<file path="src/rtl/seg_pkg.sv">
// Shared definitions for the 7-segment scan driver: glyph patterns, off
// levels, frame record and the code-to-glyph lookup.
package seg_pkg;

  localparam logic [6:0] SEG_OFF = 7'h7F;
  localparam logic [3:0] AN_OFF  = 4'hF;

  // Game-specific code aliases (Bulls / Cows markers)
  localparam logic [3:0] GLYPH_B = 4'd11;
  localparam logic [3:0] GLYPH_C = 4'd12;

  // Segment patterns {A..G}, active-low
  localparam logic [6:0] SEG_GLYPH_0 = 7'b0000001;
  localparam logic [6:0] SEG_GLYPH_1 = 7'b1001111;
  localparam logic [6:0] SEG_GLYPH_2 = 7'b0010010;
  localparam logic [6:0] SEG_GLYPH_3 = 7'b0000110;
  localparam logic [6:0] SEG_GLYPH_4 = 7'b1001100;
  localparam logic [6:0] SEG_GLYPH_5 = 7'b0100100;
  localparam logic [6:0] SEG_GLYPH_6 = 7'b0100000;
  localparam logic [6:0] SEG_GLYPH_7 = 7'b0001111;
  localparam logic [6:0] SEG_GLYPH_8 = 7'b0000000;
  localparam logic [6:0] SEG_GLYPH_9 = 7'b0000100;
  localparam logic [6:0] SEG_GLYPH_A = 7'b0001000;
  localparam logic [6:0] SEG_GLYPH_B = 7'b1100000;
  localparam logic [6:0] SEG_GLYPH_C = 7'b0110001;
  localparam logic [6:0] SEG_GLYPH_D = 7'b1000010;
  localparam logic [6:0] SEG_GLYPH_E = 7'b0110000;
  localparam logic [6:0] SEG_GLYPH_F = 7'b0111000;

  typedef struct packed {
    logic [15:0] digits;
    logic [3:0]  blank;
  } frame_t;

  localparam frame_t FRAME_RESET = '{digits: 16'h0000, blank: 4'hF};

  function automatic logic [6:0] code_to_glyph(input logic [3:0] code);
    logic [6:0] glyph;
    glyph = SEG_OFF;
    case (code)
      4'h0:    glyph = SEG_GLYPH_0;
      4'h1:    glyph = SEG_GLYPH_1;
      4'h2:    glyph = SEG_GLYPH_2;
      4'h3:    glyph = SEG_GLYPH_3;
      4'h4:    glyph = SEG_GLYPH_4;
      4'h5:    glyph = SEG_GLYPH_5;
      4'h6:    glyph = SEG_GLYPH_6;
      4'h7:    glyph = SEG_GLYPH_7;
      4'h8:    glyph = SEG_GLYPH_8;
      4'h9:    glyph = SEG_GLYPH_9;
      4'hA:    glyph = SEG_GLYPH_A;
      GLYPH_B: glyph = SEG_GLYPH_B;
      GLYPH_C: glyph = SEG_GLYPH_C;
      4'hD:    glyph = SEG_GLYPH_D;
      4'hE:    glyph = SEG_GLYPH_E;
      default: glyph = SEG_GLYPH_F;
    endcase
    return glyph;
  endfunction

endpackage

</file>
<file path="src/rtl/seg_hex_decode.sv">
// Combinational 4-bit code to active-low 7-segment glyph decoder.
module seg_hex_decode
  import seg_pkg::*;
(
  input  logic [3:0] i_code,
  output logic [6:0] o_glyph
);

  assign o_glyph = code_to_glyph(i_code);

endmodule

</file>
<file path="src/rtl/seg_scan_driver.sv">
// Double-buffered 4-digit 7-segment scan driver with per-digit blanking,
// whole-display blink and frame-boundary commit of new frames.
module seg_scan_driver
  import seg_pkg::*;
#(
  parameter int unsigned REFRESH_DIV  = 50000,
  parameter int unsigned BLINK_FRAMES = 250
) (
  input  logic        clk,
  input  logic        reset,
  input  logic        load_valid,
  output logic        load_ready,
  input  logic [15:0] load_digits,
  input  logic [3:0]  load_blank,
  input  logic        blink_en,
  output logic [6:0]  seg,
  output logic [3:0]  an,
  output logic        frame_tick
);

  localparam int unsigned DIV_W = (REFRESH_DIV > 1) ? $clog2(REFRESH_DIV) : 1;
  localparam int unsigned BLK_W = $clog2(BLINK_FRAMES + 1);
  localparam logic [DIV_W-1:0] DIV_LAST = DIV_W'(REFRESH_DIV - 1);
  localparam logic [BLK_W-1:0] BLK_LAST = BLK_W'(BLINK_FRAMES - 1);

  logic [DIV_W-1:0] r_div_cnt;
  logic [1:0]       r_idx;
  logic [BLK_W-1:0] r_blink_cnt;
  logic             r_blink_phase;
  frame_t           r_active;
  frame_t           r_pending;
  logic             r_pend_full;
  logic             r_load_ready;
  logic             r_frame_tick;
  logic [6:0]       r_seg;
  logic [3:0]       r_an;

  logic             w_slot_end;
  logic             w_frame_end;
  logic             w_accept;
  logic             w_pend_full_nxt;
  logic [3:0]       w_code;
  logic [6:0]       w_glyph;
  logic             w_blanked;

  assign w_slot_end  = (r_div_cnt == DIV_LAST);
  assign w_frame_end = w_slot_end && (r_idx == 2'd3);
  assign w_accept    = load_valid && r_load_ready;
  // Accept needs an empty buffer and commit needs a full one, so the two
  // never collide; a frame accepted on a boundary waits for the next one.
  assign w_pend_full_nxt = w_accept || (r_pend_full && !w_frame_end);

  always_comb begin
    w_code = r_active.digits[15:12];
    case (r_idx)
      2'd0:    w_code = r_active.digits[15:12];
      2'd1:    w_code = r_active.digits[11:8];
      2'd2:    w_code = r_active.digits[7:4];
      default: w_code = r_active.digits[3:0];
    endcase
  end

  assign w_blanked = r_active.blank[2'd3 - r_idx] || r_blink_phase;

  seg_hex_decode u_decode (
    .i_code  (w_code),
    .o_glyph (w_glyph)
  );

  always_ff @(posedge clk or posedge reset) begin
    if (reset) begin
      r_div_cnt    <= '0;
      r_idx        <= '0;
      r_frame_tick <= 1'b0;
      r_active     <= FRAME_RESET;
      r_pending    <= '0;
      r_pend_full  <= 1'b0;
      r_load_ready <= 1'b0;
    end else begin
      r_div_cnt    <= w_slot_end ? '0 : r_div_cnt + DIV_W'(1);
      if (w_slot_end) r_idx <= r_idx + 2'd1;
      r_frame_tick <= w_frame_end;
      if (w_frame_end && r_pend_full) r_active <= r_pending;
      if (w_accept) r_pending <= '{digits: load_digits, blank: load_blank};
      r_pend_full  <= w_pend_full_nxt;
      r_load_ready <= !w_pend_full_nxt;
    end
  end

  always_ff @(posedge clk or posedge reset) begin
    if (reset) begin
      r_blink_cnt   <= '0;
      r_blink_phase <= 1'b0;
    end else if (!blink_en) begin
      r_blink_cnt   <= '0;
      r_blink_phase <= 1'b0;
    end else if (w_frame_end) begin
      if (r_blink_cnt == BLK_LAST) begin
        r_blink_cnt   <= '0;
        r_blink_phase <= !r_blink_phase;
      end else begin
        r_blink_cnt <= r_blink_cnt + BLK_W'(1);
      end
    end
  end

  always_ff @(posedge clk or posedge reset) begin
    if (reset) begin
      r_seg <= SEG_OFF;
      r_an  <= AN_OFF;
    end else if (w_blanked) begin
      r_seg <= SEG_OFF;
      r_an  <= AN_OFF;
    end else begin
      r_seg <= w_glyph;
      r_an  <= ~(4'b1000 >> r_idx);
    end
  end

  assign seg        = r_seg;
  assign an         = r_an;
  assign frame_tick = r_frame_tick;
  assign load_ready = r_load_ready;

endmodule

</file>
<file path="config.mk">
export PLATFORM = sky130hd
export DESIGN_NAME = seg_scan_driver
export DESIGN_NICKNAME = d
export VERILOG_FILES = /design/src/rtl/seg_pkg.sv /design/src/rtl/seg_hex_decode.sv /design/src/rtl/seg_scan_driver.sv
export SDC_FILE = /design/constraint.sdc
export NUM_CORES = 1
export LEC_CHECK = 0
export BUFFER_PORTS_ARGS = -buffer_cell sky130_fd_sc_hd__buf_4
export CORE_ASPECT_RATIO = 0.9
export CORE_MARGIN = 5
export CORE_UTILIZATION = 40
export DETAILED_ROUTE_END_ITERATION = 10
export PLACE_DENSITY = 0.6
export RECOVER_POWER = 25
export SYNTH_ARGS = -nofsm -noshare
export SYNTH_HDL_FRONTEND = slang
export SYNTH_HIERARCHICAL = 1
export SYNTH_SLANG_ARGS = --single-unit
</file>
<file path="constraint.sdc">
create_clock -name clk -period 3.5 [get_ports clk]
set_input_delay 1.05 -clock clk [delete_from_list [all_inputs] [get_ports clk]]
set_output_delay 1.05 -clock clk [all_outputs]
set_load 0.02 [all_outputs]
</file>
==> results by stage, run 1 <==
Outcome:
- The flow ran to the end, and the final reports show no timing, DRC or antenna violations.

Synth:
- The adder and majority gate portion of the synthesized area is just under 5%.
- Synthesis handed over a netlist of approximately 310 instances.
- The xor and xnor fraction of the mapped netlist area is under 10%.
- The predominant post-synthesis flop cell is sky130_fd_sc_hd__dfrtp_1.
- The largest family of logic cells by synthesized area is multiplexers.
- The fraction of synthesis flops using an asynchronous set or reset pin is 100%.
- The synthesized netlist devotes between 5 and 6% of its cell area to compound gates.
- A synthesized cell averages about 12 µm².
- Yosys printed 6 warnings.
- The synthesized netlist occupies a cell area of between 0.003 and 0.004 mm².
- The number of flops mapped to enable cells by yosys is 0.
- The mux contribution to synthesized area is approximately 17%.
- The sequential cell area fraction in the yosys report is ~52%.
- The net count after synthesis is around 350.
- The number of distinct library cell variants in the gate-level netlist after synthesis is 48.
- Counting flops and latches in the post-synthesis netlist gives 81.
- The synthesized netlist devotes between 10 and 15% of its cell area to simple gates.

Power:
- The power per cell area is roughly 380 mW/mm².
- In this run the static leakage power is roughly 2.1 nW.
- Across the VDD grid, the largest voltage drop is 0.209 mV.
- The power after layout is about 1.7 mW.

Clock network:
- The root cell of the clock tree is sky130_fd_sc_hd__clkbuf_8.
- The number of setup buffers added after CTS is 0.
- The H-tree generated during clock tree synthesis spans 3 levels.
- The clock insertion delay at the later pin of the skew report is around 0.35 ns.
- The longest clock path from root to sink contains 2 buffers.
- Once the clock tree was built, the resizer swapped 0 gates to a different size.
- Clock tree synthesis found a total of between 80 and 90 sinks.
- The number of clock buffers inserted by TritonCTS is 9.
- TritonCTS built the clock tree.
- The number of hold buffers added after CTS is 0.
- The clock-pin slew on the worst setup and hold paths is ~0.090 ns.

Min path:
- Counting instances, the worst hold path has a depth of 1.
- The tightest min-delay check is of the flop to flop type.
- The startpoint of the most critical hold path is r_div_cnt[0]$_DFF_PP0_.

Timing:
- The hold violation total from the final report came to 0.
- The final critical path takes up 84.7% of the cycle.
- Between clock sinks in the finished design, the worst skew comes to 0.0128 ns.
- The number of failing setup endpoints in the final timing report is 0.
- The number of pins exceeding their max-slew limit in the final report came to 0.
- For this run, the top clock speed supported by timing is approximately 340 MHz.
- Summed over all failing endpoints, the final setup total negative slack is 0 ns.
- For the pin with the worst max-slew slack, the measured transition is between 1 and 1.5 ns.
- For the finished layout, the period the worst path requires is between 2 and 3 ns.
- Setup repair after global routing left no endpoint under its margin.
- Headroom to the max-slew limit came out at approximately an eighth.

Setup path:
- STA classifies the critical path startpoint as a flop.
- The critical path starts at r_idx[0]$_DFFE_PP0N_.
- The data arrival time of the critical path is roughly 3.2 ns.
- The nature of the critical path endpoint is a flop.
- Data on the critical path is required at its endpoint by ~3.8 ns.
- The worst setup path category is flop to flop.
- The startpoint identified for the worst register-to-register timing path is r_idx[0]$_DFFE_PP0N_.
- The worst reg-to-reg path cell count is 7.
- In this run the worst path has a maximum fanout of 12.

Place:
- The count of buffers from port buffering is 36.
- The final estimated routing congestion in global placement is between 0.7 and 0.8.
- The HPWL after detailed placement is about 5.2 mm.
- The area of placed instances is ~0.0043 mm².

Routing:
- The count of unresolved DRC violations after routing is 0.
- Dividing the detail-routed wire length by the instance count gives around 15 µm.
- The first TritonRoute pass finished after 4 iterations.
- For this block, the routed nets add up to approximately 7.2 mm of wire.
- The count of antenna-violating nets left after detailed routing is 0.
- The detailed router placed ~2.5k vias in this run.
- The detailed router finished its first iteration with 108 violations.
- Dividing the detail-routed via count by the number of cells gives between 5 and 6.

Die:
- The boundary pin count is 37.
- The number of rows in the core area is 34.
- The overall die area is 0.0118 mm².
- The placeable core region is 0.00961 mm².
- The starting utilization of the core area is roughly 41%.
- The chip height is 104 µm.
- The die width is roughly 110 µm.

Cells and area:
- Of the cells placed in the final design, the portion with a size suffix greater than 1 is ~33%.
- The final instance area is around 0.0045 mm².
- The number of antenna repair diodes is 0.
- The final net count is between 300 and 400.
- The area added between synthesis and finish is 15.1%.

Run:
- Max-cap violations in this run came to 0.

Global routing:
- Global routing finished with a remaining overflow of 0.
- The aggregate global-route resource usage is 12.8%.
- The number of global-route vias before repair is roughly 2.4k.
- The first-pass GRT wire length is approximately 12 mm.
- The maximum number of pins on one net before global-route repair is 55.
- The number of antenna violations at the first check in global routing is 0.
## layer usage
metal | vias up | global-route usage (%) | wire (µm)
li1 | 1210 | - | -
met1 | 1204 | 19.3 | 3660
met2 | 37 | 17.4 | 3190
met3 | 10 | 3.27 | 240
met4 | 0 | 5.09 | 139
met5 | - | 0 | 0
## worst paths after layout
path	to	slack, ns
worst max-delay path	seg[0]$_DFF_PP1_	0.54
worst min-delay path	r_div_cnt[0]$_DFF_PP0_	0.49
worst max register to register	seg[0]$_DFF_PP1_	0.54
worst min register to register	r_div_cnt[0]$_DFF_PP0_	0.49
max in group asynchronous	r_div_cnt[0]$_DFF_PP0_	0.74
min in group asynchronous	r_blink_phase$_DFFE_PP0P_	0.93
## through the flow
step	hold WS [ns]	cells	util, %	setup slack [ns]
after floorplan	0.452	313	-	0.395
after global placement	0.471	468	44.7	0.706
after detailed placement	0.481	468	44.7	0.555
after CTS	0.492	484	46.9	0.531
after global routing	0.511	484	46.7	0.228
final	0.487	484	46.7	0.535
## cell type report
type	count	area (µm²)
Inverter	16	60.1
Multi-Input combinational cell	207	1740
Clock inverter	7	85.1
Sequential cell	81	2050
Tap cell	126	158
Clock buffer	9	124
Fill cell	905	5120
Timing Repair Buffer	38	283
## registers in the layout, indices dropped and copies added (netlist names), 2 cells and up
name,flops
r_active,20
r_pending,20
r_div_cnt,16
r_idx,2
an,4
r_blink_cnt,8
seg,7
## placed cells by master, fill, tap and decap left out, types with 2 or more instances in the layout
cell                         instances
sky130_fd_sc_hd__dfrtp_1            66
sky130_fd_sc_hd__buf_4              36
sky130_fd_sc_hd__mux2_2             21
sky130_fd_sc_hd__mux2_4             20
sky130_fd_sc_hd__nor2_1             18
sky130_fd_sc_hd__inv_1              16
sky130_fd_sc_hd__nand2_1            15
sky130_fd_sc_hd__ha_1               15
sky130_fd_sc_hd__dfstp_2            15
sky130_fd_sc_hd__nand3_1            11
sky130_fd_sc_hd__or3_1              10
sky130_fd_sc_hd__xnor2_1             9
sky130_fd_sc_hd__o21ai_0             9
sky130_fd_sc_hd__clkbuf_8            9
sky130_fd_sc_hd__mux2i_1             8
sky130_fd_sc_hd__nor4_1              7
sky130_fd_sc_hd__nand4_1             6
sky130_fd_sc_hd__a21oi_1             6
sky130_fd_sc_hd__nor3_1              6
sky130_fd_sc_hd__xor2_1              6
sky130_fd_sc_hd__a222oi_1            4
sky130_fd_sc_hd__and4_1              3
sky130_fd_sc_hd__a21boi_0            3
sky130_fd_sc_hd__o21a_1              3
sky130_fd_sc_hd__or4_1               2
sky130_fd_sc_hd__a32o_1              2
sky130_fd_sc_hd__mux4_2              2
sky130_fd_sc_hd__and3_1              2
sky130_fd_sc_hd__nor2b_1             2
sky130_fd_sc_hd__clkinvlp_4          2
sky130_fd_sc_hd__inv_8               2
sky130_fd_sc_hd__inv_6               2
sky130_fd_sc_hd__a22o_1              2
## worst max-delay path: stages (launching register included)
cell                       delay, ns
sky130_fd_sc_hd__dfrtp_1        0.45
sky130_fd_sc_hd__inv_1          0.16
sky130_fd_sc_hd__ha_1           0.26
sky130_fd_sc_hd__a222oi_1       0.13
sky130_fd_sc_hd__mux2i_1        0.91
sky130_fd_sc_hd__mux2_2         0.42
sky130_fd_sc_hd__a22o_1         0.22
sky130_fd_sc_hd__or3_1          0.34
## Yosys cell counts (all sizes together) (4+ instances only)
cell	number	share of area (%)
inv	16	1.5
xor2	6	1.3
a222oi	4	1.0
nand4	6	0.96
dfrtp	66	42
nor4	8	1.7
dfstp	15	10
ha	15	4.8
mux2	41	14
nand3	11	1.4
buf	7	1.4
or3	10	1.6
o21ai	10	1.3
nand2	16	1.6
mux2i	8	2.1
nor2	19	1.9
a21oi	6	0.77
nor3	6	0.77
xnor2	9	2.0
## where the power goes
part / switching (mW) / total [mW] / internal (mW)
Sequential: 0.000000000000000306 / 0.936 / 0.936
Clock: 0.385 / 0.729 / 0.345
Combinational: 0.0220 / 0.0386 / 0.0166
## kinds of logic after synthesis
family,Yosys count
multiplexers,51
XOR/XNOR,15
buffers and inverters,25
flip-flops,81
adder cells (fa/ha/maj),15
AO/OA/AOI/OAI,31
AND/OR/NAND/NOR,95
Note: power is estimated with default switching activity, not from simulation.
==> run 2: changes to the inputs <==
--- a/config.mk
+++ b/config.mk
@@ -10,7 +10,7 @@
 export CORE_MARGIN = 5
 export CORE_UTILIZATION = 40
 export DETAILED_ROUTE_END_ITERATION = 10
-export PLACE_DENSITY = 0.6
+export PLACE_DENSITY = 0.62
 export RECOVER_POWER = 25
 export SYNTH_ARGS = -nofsm -noshare
 export SYNTH_HDL_FRONTEND = slang
==> constraint.sdc (replaced) <==
create_clock -name clk -period 2.7 [get_ports clk]
set_input_delay 0.81 -clock clk [delete_from_list [all_inputs] [get_ports clk]]
set_output_delay 0.81 -clock clk [all_outputs]
set_load 0.02 [all_outputs]
==> run 2 against run 1 <==
Clock skew is 0.0036 ns lower. Via count grew 2.4%. Cell count grew 2.7%. Count of clock-buffer cells in the layout unchanged. Sequential share of layout area shrank 1.1 points. Total power rose by 23%. Worst hold slack got worse by 0.0042 ns. Wire length up 0.61%. Utilization grew 1.2 points.
==> results by stage, run 2 (synthesized netlist as in run 1, its figures left out) <==
Clock network:
- The number of clock buffers inserted by TritonCTS is 9 (unchanged).
- The CTS tree is built.
- The clock insertion delay at the later pin of the skew report was 0.35 ns (about the same).
- The number of buffers on the longest clock path is 2 (unchanged).
- The clock-pin slew on the worst setup and hold paths is 0.09 ns (about the same).
- The total number of H-tree levels is 3 (unchanged).
- The clock sink count is 81 (unchanged).
- In this run the clock root is driven by a sky130_fd_sc_hd__clkbuf_8.
- The number of hold buffers added after CTS came to 0 (unchanged).

Cells and area:
- The final net count is 405 (+3.3%).
- The final non-filler cell total is 497 (+2.7%).
- The number of filler cells placed in the layout was 901 (-0.44%).
- The leading cell type in the layout, fill and taps excluded is sky130_fd_sc_hd__dfrtp_1.
- The layout cell share with drive strength beyond 1 is 38.0% (+5.0 points).
- In the layout the commonest cells are sky130_fd_sc_hd__dfrtp_1, sky130_fd_sc_hd__buf_4, sky130_fd_sc_hd__mux2_2, sky130_fd_sc_hd__mux2_4, sky130_fd_sc_hd__nor2_1.
- The largest registers in the layout are r_active (20), r_pending (20), r_div_cnt (16).
- Compared with the post-synthesis result, the final layout area differs by 18.0%.
- The number of antenna repair diodes was 0 (unchanged).

Die:
- The number of rows in the core area is 34 (unchanged).
- The starting utilization of the core area came to 40.6% (unchanged).
- The placeable core region came to 0.00961 mm² (unchanged).
- The boundary pin count was 37 (unchanged).
- The overall die area is 0.0118 mm² (unchanged).
- The chip height came to 104 µm (unchanged).
- The die width is 114 µm (unchanged).

Min path:
- The worst hold path depth came to 1 (unchanged).
- The worst hold path belongs to the class flop to flop.
- The startpoint of the most critical hold path is r_div_cnt[0]$_DFF_PP0_.
- The path with the worst hold slack has its endpoint at r_div_cnt[0]$_DFF_PP0_.

Timing:
- The relative slew slack is 14.6% (+1.6 points).
- Setup repair after global routing left no endpoint under its margin.
- The setup slack of the critical path after layout is 0.128 ns (-0.407 ns).
- The period utilization is 95.2% (+11 points).
- The number of failing setup endpoints in the final timing report is 0 (unchanged).
- The number of pins exceeding their max-slew limit in the final report is 0 (unchanged).
- The minimum period implied by the final worst setup slack was 2.57 ns (-0.393 ns).
- The worst hold slack after final layout was 0.483 ns (-0.00422 ns).
- The worst clock skew is 0.00919 ns (-0.00357 ns).
- The hold violation total from the final report is 0 (unchanged).
- The transition time of the tightest slew-check pin is 1.27 ns (-0.0316 ns).
- The total negative slack is 0 ns (unchanged).
- The achievable frequency came to 389 MHz (+15%).

Power:
- The portion of total power attributed to combinational logic was 2.6% (+0.3 points).
- The worst vdd rail ir drop is 0.260 mV (+25%).
- The switching fraction of total power is 24.3% (+0.45 points).
- The clock share of power is 39.6% (-3.2 points).
- The sequential share of power came to 57.8% (+2.9 points).
- The power per cell area is 456 mW/mm² (+20%).
- The standby leakage power is 2.16 nW (+2.5%).
- The internal power component is 1.59 mW (+23%).
- The switching power summed over all nets is 0.511 mW (+26%).

Setup path:
- The worst setup path category is flop to flop.
- The data arrival time of the critical path is 2.86 ns (-0.38 ns).
- The worst reg-to-reg path cell count was 8 (+1).
- The maximum fanout along the worst path is 5 (-7).
- The worst reg2reg path startpoint is r_idx[1]$_DFFE_PP0N_.
- The timing startpoint of the critical path is r_idx[1]$_DFFE_PP0N_.
- The reg-to-reg setup timing slack is 0.13 ns (-0.41 ns).
- The worst setup path is captured at a flop.
- The critical path required time is 2.98 ns (-0.80 ns).
- The startpoint class of the critical path is a flop.
- The worst flop-to-flop path endpoint is seg[3]$_DFF_PP1_.

Global routing:
- The maximum number of pins on one net before global-route repair is 41 (-25%).
- The first-pass GRT wire length is 12.7 mm (+3.7%).
- The total overflow reported by the global router was 0 (unchanged).
- The number of antenna violations at the first check in global routing is 0 (unchanged).
- The number of global-route vias before repair is 2662 (+11%).
- The aggregate global-route resource usage was 13.2% (+0.33 points).

Routing:
- The iteration-0 DRC count of the detailed router is 149 (+38%).
- The count of antenna-violating nets left after detailed routing is 0 (unchanged).
- The count of unresolved DRC violations after routing is 0 (unchanged).
- The post-detailed-route wirelength per cell is 14.6 µm (-2.0%).
- The number of search-and-repair iterations in the first detailed-routing pass was 5 (+1).
- The overall via count from detail_route was 2521 (+2.4%).
- The number of vias per cell is 5.07 (-0.24%).
- The routed wire length came to 7.27 mm (+0.61%).

Run:
- The total of max-cap violations came to 0 (unchanged).

Place:
- The final estimated routing congestion in global placement is 0.856 (+9.8%).
- The count of buffers from port buffering was 36 (unchanged).
- The worst-case setup slack after placement came to -0.0461 ns (-0.601 ns).
- The instance count after placement with tap cells included was 475 (+1.5%).
- The HPWL after detailed placement came to 5.20 mm (+0.61%).

Outcome:
- The run finished with clean final reports.
run 2: cell count changes in the layout (fill, tap and decap cells not counted), sizes merged:
cell / delta
clkinv: +1
bufinv: -1
buf: +14
clkinvlp: +1
inv: -1
clkbuf: -1
run 2: final cells by class:
cell class	instances	area, µm²	share of cell area [%]
Multi-Input combinational cell	207	1760	38.2
Tap cell	126	158	3.42
Timing Repair Buffer	51	395	8.58
Inverter	16	61.3	1.33
Clock inverter	7	61.3	1.33
Clock buffer	9	124	2.69
Sequential cell	81	2050	44.5
run 2: power by group through the flow:
| stage | clock [mW] | sequential (mW) | combinational [mW] |
|---|---|---|---|
| final | 0.832 | 1.21 | 0.0554 |
| after global routing | 0.908 | 1.21 | 0.0643 |
| after CTS | 0.858 | 1.21 | 0.0587 |
| after detailed placement | 0 | 1.24 | 0.0587 |
| after global placement | 0 | 1.24 | 0.0578 |
| after floorplan | 0 | 1.24 | 0.0193 |
run 2: layer usage:
layer  vias up  track usage [%]  share of wire (%)
met2        53             19.8                 46
met4         0             5.34                1.3
met3         7             3.15                4.3
met1      1234             18.2                 48
met5         -                0                  0
li1       1227                -                  -
run 2: worst max-delay path by stage:
stage | endpoint | slack, ns
after CTS | seg[3]$_DFF_PP1_ | 0.008
after floorplan | seg[3]$_DFF_PP1_ | 0.13
final | seg[3]$_DFF_PP1_ | 0.13
after global placement | seg[3]$_DFF_PP1_ | 0.15
after global routing | seg[3]$_DFF_PP1_ | 0.01
after detailed placement | seg[3]$_DFF_PP1_ | -0.05
run 2: metrics by stage:
| step | util [%] | power [mW] | instance area [µm²] |
|---|---|---|---|
| floorplan | - | 1.26 | 3910 |
| global placement | 45.3 | 1.29 | 4360 |
| detailed placement | 45.3 | 1.30 | 4360 |
| CTS | 47.4 | 2.13 | 4560 |
| global route | 47.9 | 2.19 | 4610 |
| finish | 47.9 | 2.10 | 4610 |
run 2: worst max-delay path, cell delays in order (launching register included):
cell                       delay, ns
sky130_fd_sc_hd__dfrtp_2        0.42
sky130_fd_sc_hd__inv_1          0.10
sky130_fd_sc_hd__ha_2           0.22
sky130_fd_sc_hd__a222oi_1       0.41
sky130_fd_sc_hd__mux2i_2        0.19
sky130_fd_sc_hd__buf_4          0.17
sky130_fd_sc_hd__ha_1           0.19
sky130_fd_sc_hd__mux4_2         0.45
sky130_fd_sc_hd__or3_1          0.35
run 2: timing repair:
item | CTS | global route
resized for setup | 0 | 10
buffers inserted | 2 | 4
cloned | 0 | 0
endpoints found under the hold margin | 0 | 0
pin swaps | 0 | 1
endpoints found under the setup margin | 1 | 6
